## src/rtl/riscv_core_dpath_muldiv_iter_pkg.sv

```systemverilog
// Shared definitions for the iterative multiply/divide unit: function codes,
// FSM state encoding and small fn-classification helpers.
package riscv_core_dpath_muldiv_iter_pkg;

    localparam logic [2:0] MULDIV_FN_MUL   = 3'd0;
    localparam logic [2:0] MULDIV_FN_DIV   = 3'd1;
    localparam logic [2:0] MULDIV_FN_DIVU  = 3'd2;
    localparam logic [2:0] MULDIV_FN_REM   = 3'd3;
    localparam logic [2:0] MULDIV_FN_REMU  = 3'd4;
    localparam logic [2:0] MULDIV_FN_MULU  = 3'd5;
    localparam logic [2:0] MULDIV_FN_MULSU = 3'd6;
    localparam logic [2:0] MULDIV_FN_ILL   = 3'd7;

    typedef enum logic [1:0] {
        ST_IDLE = 2'd0,
        ST_CALC = 2'd1,
        ST_SIGN = 2'd2,
        ST_DONE = 2'd3
    } muldiv_state_e;

    function automatic logic fn_is_mul(input logic [2:0] fn);
        return (fn == MULDIV_FN_MUL) || (fn == MULDIV_FN_MULU) || (fn == MULDIV_FN_MULSU);
    endfunction

    function automatic logic fn_is_div(input logic [2:0] fn);
        return (fn == MULDIV_FN_DIV) || (fn == MULDIV_FN_DIVU) ||
               (fn == MULDIV_FN_REM) || (fn == MULDIV_FN_REMU);
    endfunction

    // Operand A is treated as two's complement for these fns.
    function automatic logic fn_a_signed(input logic [2:0] fn);
        return (fn == MULDIV_FN_MUL) || (fn == MULDIV_FN_DIV) ||
               (fn == MULDIV_FN_REM) || (fn == MULDIV_FN_MULSU);
    endfunction

    function automatic logic fn_b_signed(input logic [2:0] fn);
        return (fn == MULDIV_FN_MUL) || (fn == MULDIV_FN_DIV) || (fn == MULDIV_FN_REM);
    endfunction

endpackage

```

## src/rtl/riscv_core_dpath_muldiv_iter_step.sv

```systemverilog
// One combinational iteration of the unsigned magnitude engine:
// shift-add for multiply, restoring shift-subtract for divide.
module riscv_core_dpath_muldiv_iter_step #(
    parameter int XLEN = 32
) (
    input  logic            is_div,
    input  logic [XLEN-1:0] hi,
    input  logic [XLEN-1:0] lo,
    input  logic [XLEN-1:0] operand,
    output logic [XLEN-1:0] hi_next,
    output logic [XLEN-1:0] lo_next
);

    logic [XLEN:0] sum;
    logic [XLEN:0] shifted;
    logic [XLEN:0] diff;

    always_comb begin
        // Multiply: {hi, lo} = {accumulator, remaining multiplier bits}.
        sum     = {1'b0, hi} + (lo[0] ? {1'b0, operand} : '0);
        // Divide: {hi, lo} = {partial remainder, dividend bits / quotient bits}.
        shifted = {hi, lo[XLEN-1]};
        diff    = shifted - {1'b0, operand};
        hi_next = '0;
        lo_next = '0;
        if (is_div) begin
            // A clear top bit means the trial subtraction did not borrow.
            if (!diff[XLEN]) begin
                hi_next = diff[XLEN-1:0];
                lo_next = {lo[XLEN-2:0], 1'b1};
            end else begin
                hi_next = shifted[XLEN-1:0];
                lo_next = {lo[XLEN-2:0], 1'b0};
            end
        end else begin
            {hi_next, lo_next} = {sum, lo[XLEN-1:1]};
        end
    end

endmodule

```

## src/rtl/riscv_core_dpath_muldiv_iter.sv

```systemverilog
// Iterative XLEN-bit multiply/divide unit (one bit per cycle) with val/rdy request and response.
// Optional MULDIV_ZERO_EARLY_OUT_EN: zero-operand requests bypass CALC/SIGN and respond next cycle.
module riscv_core_dpath_muldiv_iter
    import riscv_core_dpath_muldiv_iter_pkg::*;
#(
    parameter int XLEN = 32
) (
    input  logic              clk,
    input  logic              reset,
    input  logic [2:0]        muldivreq_msg_fn,
    input  logic [XLEN-1:0]   muldivreq_msg_a,
    input  logic [XLEN-1:0]   muldivreq_msg_b,
    input  logic              muldivreq_val,
    output logic              muldivreq_rdy,
    output logic [2*XLEN-1:0] muldivresp_msg_result,
    output logic              muldivresp_val,
    input  logic              muldivresp_rdy,
    output muldiv_state_e     state_dbg
);

    // Request is taken on val && rdy (rdy only in IDLE); response is held until val && rdy.
    localparam int CNT_W = $clog2(XLEN) + 1;
    localparam logic [CNT_W-1:0] CNT_LAST = CNT_W'(XLEN - 1);

    muldiv_state_e     state_q;
    muldiv_state_e     state_d;

    logic [2:0]        fn_q;
    logic [XLEN-1:0]   a_q;
    logic              a_neg_q;
    logic              b_neg_q;
    logic              b_zero_q;
    logic [XLEN-1:0]   operand_q;
    logic [XLEN-1:0]   hi_q;
    logic [XLEN-1:0]   lo_q;
    logic [CNT_W-1:0]  cnt_q;
    logic [2*XLEN-1:0] result_q;

    logic              accept;
    logic              early_out;
    logic              req_a_neg;
    logic              req_b_neg;
    logic [XLEN-1:0]   req_a_mag;
    logic [XLEN-1:0]   req_b_mag;
    logic [XLEN-1:0]   hi_step;
    logic [XLEN-1:0]   lo_step;
    logic [2*XLEN-1:0] prod;
    logic [XLEN-1:0]   quot_fix;
    logic [XLEN-1:0]   rem_fix;
    logic [2*XLEN-1:0] result_final;

    assign accept = muldivreq_val && (state_q == ST_IDLE);

`ifdef MULDIV_ZERO_EARLY_OUT_EN
    assign early_out = (muldivreq_msg_b == '0) ||
                       ((muldivreq_msg_a == '0) && fn_is_mul(muldivreq_msg_fn));
`else
    assign early_out = 1'b0;
`endif

    // The engine works on magnitudes; signs are reapplied in SIGN.
    always_comb begin
        req_a_neg = fn_a_signed(muldivreq_msg_fn) && muldivreq_msg_a[XLEN-1];
        req_b_neg = fn_b_signed(muldivreq_msg_fn) && muldivreq_msg_b[XLEN-1];
        req_a_mag = req_a_neg ? -muldivreq_msg_a : muldivreq_msg_a;
        req_b_mag = req_b_neg ? -muldivreq_msg_b : muldivreq_msg_b;
    end

    riscv_core_dpath_muldiv_iter_step #(
        .XLEN (XLEN)
    ) u_step (
        .is_div  (fn_is_div(fn_q)),
        .hi      (hi_q),
        .lo      (lo_q),
        .operand (operand_q),
        .hi_next (hi_step),
        .lo_next (lo_step)
    );

    // FSM: state register
    always_ff @(posedge clk) begin
        if (reset) begin
            state_q <= ST_IDLE;
        end else begin
            state_q <= state_d;
        end
    end

    // FSM: next state
    always_comb begin
        state_d = state_q;
        case (state_q)
            ST_IDLE: if (muldivreq_val) state_d = early_out ? ST_DONE : ST_CALC;
            ST_CALC: if (cnt_q == CNT_LAST) state_d = ST_SIGN;
            ST_SIGN: state_d = ST_DONE;
            ST_DONE: if (muldivresp_rdy) state_d = ST_IDLE;
            default: state_d = ST_IDLE;
        endcase
    end

    // FSM: outputs
    always_comb begin
        muldivreq_rdy  = (state_q == ST_IDLE);
        muldivresp_val = (state_q == ST_DONE);
    end

    assign muldivresp_msg_result = result_q;
    assign state_dbg             = state_q;

    // Sign correction; divide-by-zero returns the raw dividend and skips it.
    always_comb begin
        prod         = {hi_q, lo_q};
        quot_fix     = (a_neg_q ^ b_neg_q) ? -lo_q : lo_q;
        rem_fix      = a_neg_q ? -hi_q : hi_q;
        result_final = '0;
        if (fn_is_mul(fn_q)) begin
            result_final = (a_neg_q ^ b_neg_q) ? -prod : prod;
        end else if (fn_is_div(fn_q)) begin
            result_final = b_zero_q ? {a_q, {XLEN{1'b1}}} : {rem_fix, quot_fix};
        end
    end

    always_ff @(posedge clk) begin
        if (reset) begin
            fn_q      <= '0;
            a_q       <= '0;
            a_neg_q   <= 1'b0;
            b_neg_q   <= 1'b0;
            b_zero_q  <= 1'b0;
            operand_q <= '0;
            hi_q      <= '0;
            lo_q      <= '0;
            cnt_q     <= '0;
            result_q  <= '0;
        end else begin
            case (state_q)
                ST_IDLE: begin
                    if (accept) begin
                        fn_q     <= muldivreq_msg_fn;
                        a_q      <= muldivreq_msg_a;
                        a_neg_q  <= req_a_neg;
                        b_neg_q  <= req_b_neg;
                        b_zero_q <= (muldivreq_msg_b == '0);
                        cnt_q    <= '0;
                        hi_q     <= '0;
                        if (fn_is_div(muldivreq_msg_fn)) begin
                            lo_q      <= req_a_mag;
                            operand_q <= req_b_mag;
                        end else begin
                            lo_q      <= req_b_mag;
                            operand_q <= req_a_mag;
                        end
`ifdef MULDIV_ZERO_EARLY_OUT_EN
                        if (early_out) begin
                            result_q <= fn_is_div(muldivreq_msg_fn) ?
                                        {muldivreq_msg_a, {XLEN{1'b1}}} : '0;
                        end
`endif
                    end
                end
                ST_CALC: begin
                    hi_q  <= hi_step;
                    lo_q  <= lo_step;
                    cnt_q <= cnt_q + CNT_W'(1);
                end
                ST_SIGN: begin
                    result_q <= result_final;
                end
                default: begin
                end
            endcase
        end
    end

endmodule

```

## config.mk

```make
export PLATFORM = sky130hd
export DESIGN_NAME = riscv_core_dpath_muldiv_iter
export DESIGN_NICKNAME = d
export VERILOG_FILES = /design/src/rtl/riscv_core_dpath_muldiv_iter_pkg.sv /design/src/rtl/riscv_core_dpath_muldiv_iter_step.sv /design/src/rtl/riscv_core_dpath_muldiv_iter.sv
export SDC_FILE = /design/constraint.sdc
export NUM_CORES = 1
export LEC_CHECK = 0
export CAP_MARGIN = 10
export CORE_MARGIN = 2
export CORE_UTILIZATION = 60
export CTS_CLUSTER_DIAMETER = 40
export CTS_CLUSTER_SIZE = 30
export DETAILED_ROUTE_END_ITERATION = 8
export PLACE_DENSITY = 0.78
export SYNTH_ARGS = -nofsm -noshare
export SYNTH_HDL_FRONTEND = slang
export SYNTH_HIERARCHICAL = 1
export SYNTH_SLANG_ARGS = --single-unit
export TNS_END_PERCENT = 5
```

## constraint.sdc

```tcl
create_clock -name clk -period 3.45 [get_ports clk]
set_input_delay 0.69 -clock clk [delete_from_list [all_inputs] [get_ports clk]]
set_output_delay 0.69 -clock clk [all_outputs]
set_load 0.03 [all_outputs]
```

==> flow_metrics.py <==
metrics = {
    "hold_path": {
        "hp-class": "reg2reg",
    },
    "sta": {
        "relSlewSlack": 0.2995,
        "timing.hold.ws_ns": 0.4377,
        "rsz0062_at_grt": "yes",
        "finClkSkew_ns": 0.03389,
        "finalSetupViolCount": 0,
        "clock.fmax_ghz": 0.3002,
        "fin_crit_ns": 3.331,
        "finalHoldViolCount": 0,
        "fin_crit_sh": 0.9654,
        "worst_pin_slew_ns": 1.041,
        "drv_slew": 0,
    },
    "placed_design": {
        "dp_hpwl_um": 52550,
        "portBuffers": 138,
        "gp_congestion": 1.053,
    },
    "route": {
        "via_count": 19960,
        "drtAntennaViolNets": 0,
        "route.detailed.drc": 0,
        "via_per_inst": 6.866,
        "dr.pass1.iters": 7,
        "routed_wl_um": 70740,
        "drtIter0Drc": 3323,
        "wl_per_cell_um": 24.34,
    },
    "clocking": {
        "ctsHtreeMaxLevel": 2,
        "cts_tree": "yes",
        "cts_buffers": 39,
        "root_buffer": "clkbuf_16",
        "cts_buffer_depth": 3,
        "clkLatencyLatePin_ns": 0.55,
        "ctsHoldBuffers": 0,
        "clkSlewWorstSetupHoldPaths_ns": 0.05,
        "clkSinkCount": 206,
    },
    "floorplan": {
        "start_util": 0.6055,
        "die_h_um": 173.5,
        "die_x_um": 173.5,
        "die-area_um2": 30100,
        "coreArea_um2": 28470,
        "io_pins": 139,
        "rows": 62,
    },
    "finish": {
        "final_nets": 2641,
        "drive_gt1_frac": 0.1312,
        "synthToLayoutAreaGrowth_pct": 22.11,
        "insertedDiodeCount": 0,
        "final_util": 0.7394,
    },
    "critical_path": {
        "criticalPathCategory": "reg2reg",
        "path_cells": "inv_1 -> ha_1 -> fa_2 -> nand2b_4 -> a21oi_4 -> o21ai_2 -> o21ai_2 -> a31oi_4 -> a21oi_4 -> xor2_4 -> buf_12 -> mux2i_2 -> mux2i_1 -> a22oi_1 -> nor2_1",
        "critPathTopFamily": "compound AO/OA/AOI/OAI gates",
        "cp-end-kind": "register",
        "required_ns": 3.83,
        "crit_slowest_cell": "fa_2",
        "critPathMaxStageDelay_ns": 0.35,
        "path_max_fanout": 11,
        "critPathBufInv": 2,
        "cp-start-kind": "register",
        "cp.arrival_ns": 3.71,
    },
    "pwr": {
        "p_leak_nw": 8.296,
        "power.density_nw_per_um2": 927.0,
        "worst_ir_drop_vdd_mv": 0.6648,
        "total_power_mw": 19.52,
    },
    "synth": {
        "synth_edf_count": 0,
        "async_flop_share": 0,
        "synthesis.nets": 2465,
        "syn_area_um2": 17240,
        "yosys_most_used_dff": "dfxtp_1",
        "synth.yosys.seq_area_share": 0.2392,
        "syn_avg_cell_area_um2": 7.434,
        "synthCells": 2319,
        "ys_types": 101,
        "synth_warnings": 6,
        "ys_ff_latch": 206,
    },
    "grt": {
        "first_global_vias": 18440,
        "gr-total-overflow": 0,
        "track_usage": 0.4510,
        "antenna_found_initial": 3,
        "grt_max_degree": 61,
        "grt_pass1_wl_um": 106400,
    },
    "run_status": {
        "status": "finished, final reports clean",
    },
    "run": {
        "maxCapViolCount": 0,
    },
}
-- worst paths after layout --
kind	from	end	slack, ns	depth (start not counted)
setup / recovery	lo_q[31]$_SDFFE_PP0P_	hi_q[22]$_SDFFE_PP0P_	0.12	15
hold reg to reg	muldivresp_msg_result[27]$_SDFFE_PP0P_	muldivresp_msg_result[27]$_SDFFE_PP0P_	0.44	2
hold / removal	muldivresp_msg_result[27]$_SDFFE_PP0P_	muldivresp_msg_result[27]$_SDFFE_PP0P_	0.44	2
setup reg to reg	lo_q[31]$_SDFFE_PP0P_	hi_q[22]$_SDFFE_PP0P_	0.12	15
-- cells in the final DEF, fill, tap and decap left out, types with 13 or more instances in the layout --
master and instances:
a211oi_1 40, a21o_1 24, a21oi_1 169, a221oi_1 26, a22oi_1 46, a31oi_1 53
and2_1 40, buf_4 152, clkbuf_16 42, clkdlybuf4s50_1 137, dfxtp_1 204, ha_1 72
inv_1 72, mux2_2 35, mux2i_1 28, nand2_1 302, nand2b_1 15, nand3_1 82
nand4_1 27, nor2_1 192, nor3_1 56, nor4_1 31, o211ai_1 33, o21a_1 13
o21ai_0 134, o31ai_1 20, o41ai_1 18, or3_1 31, or4_1 19, xnor2_1 103
xor2_1 77
-- worst min-delay path, stage by stage (launching register included) --
cell and delay [ns]:
dfxtp_1 0.30, nand2_1 0.05, nand2_1 0.04
-- timing repair --
action                                  in CTS  in global routing
endpoints found under the setup margin       1                 17
buffers inserted                             0                  3
cloned                                       0                  1
pin swaps                                    1                  9
resized for setup                            0                 19
-- layer usage --
metal  share of wire  track usage  vias up
li1                -            -     8819
met1            0.37       0.5741     9235
met2            0.42       0.6892     1492
met3            0.13       0.1112      412
met4           0.079       0.2744        2
met5         0.00027            0        -
-- logic make-up (layout without fill, tap and decap cells) --
kind of cell,count (synthesis),count (layout),synth area share
AO/OA/AOI/OAI,680,680,0.2619
XOR/XNOR,186,186,0.09602
adder cells (fa/ha/maj),75,75,0.05531
buffers and inverters,235,439,0.06184
flip-flops,206,206,0.2392
multiplexers,64,64,0.03970
AND/OR/NAND/NOR,873,873,0.2460
-- flip-flops by register name (all words and copies together) (netlist names) --
| signal | flops |
|---|---|
| lo_q | 32 |
| fn_q | 3 |
| hi_q | 32 |
| state_dbg | 2 |
| a_neg_q | 1 |
| b_neg_q | 1 |
| a_q | 32 |
| operand_q | 32 |
| cnt_q | 6 |
| b_zero_q | 1 |
| muldivresp_msg_result | 64 |
-- Yosys cell counts (35+ instances only) --
cell      number  share of area
dfxtp_1      206           0.24
nand2_1      303          0.066
xor2_1        79          0.040
clkbuf_1     116          0.025
nor2_1       192          0.042
inv_1         73          0.016
and2_1        42          0.015
ha_1          73          0.053
a31oi_1       53          0.019
nor3_1        59          0.017
nand3_1       82          0.024
xnor2_1      105          0.053
a211oi_1      41          0.018
mux2_2        35          0.023
a22oi_1       46          0.020
a21oi_1      172          0.050
o21ai_0      135          0.039
-- power by group --
group          leakage [nW]  switching [mW]  total, mW  internal [mW]
logic                  5.96            7.33       11.8           4.47
registers              1.68           0.769       3.78           3.01
clock network         0.655            1.39       3.93           2.55
total                  8.30            9.49       19.5           10.0
-- through the flow --
stage | worst slack, ns | cell area (µm²) | TNS [ns] | std cells
3_5_place_dp | 0.07135 | 19560 | 0 | 2833
4_1_cts | 0.07104 | 20900 | 0 | 2902
6_report | 0.1193 | 21050 | 0 | 2907
3_3_place_gp | 0.1451 | 19560 | 0 | 2833
5_1_grt | -0.02942 | 21050 | -0.08286 | 2907
2_1_floorplan | 0.3562 | 17240 | 0 | 2319
-- area by class of cell --
| class | count | area, µm² |
|---|---|---|
| multi-input combinational | 1878 | 12190 |
| clock buffer | 51 | 1134 |
| timing repair buffer | 295 | 2629 |
| fill | 2222 | 7418 |
| inverter | 75 | 281.5 |
| clock inverter | 18 | 207.7 |
| tap | 384 | 480.5 |
| sequential | 206 | 4126 |
Note: power is estimated with default switching activity, not from simulation.
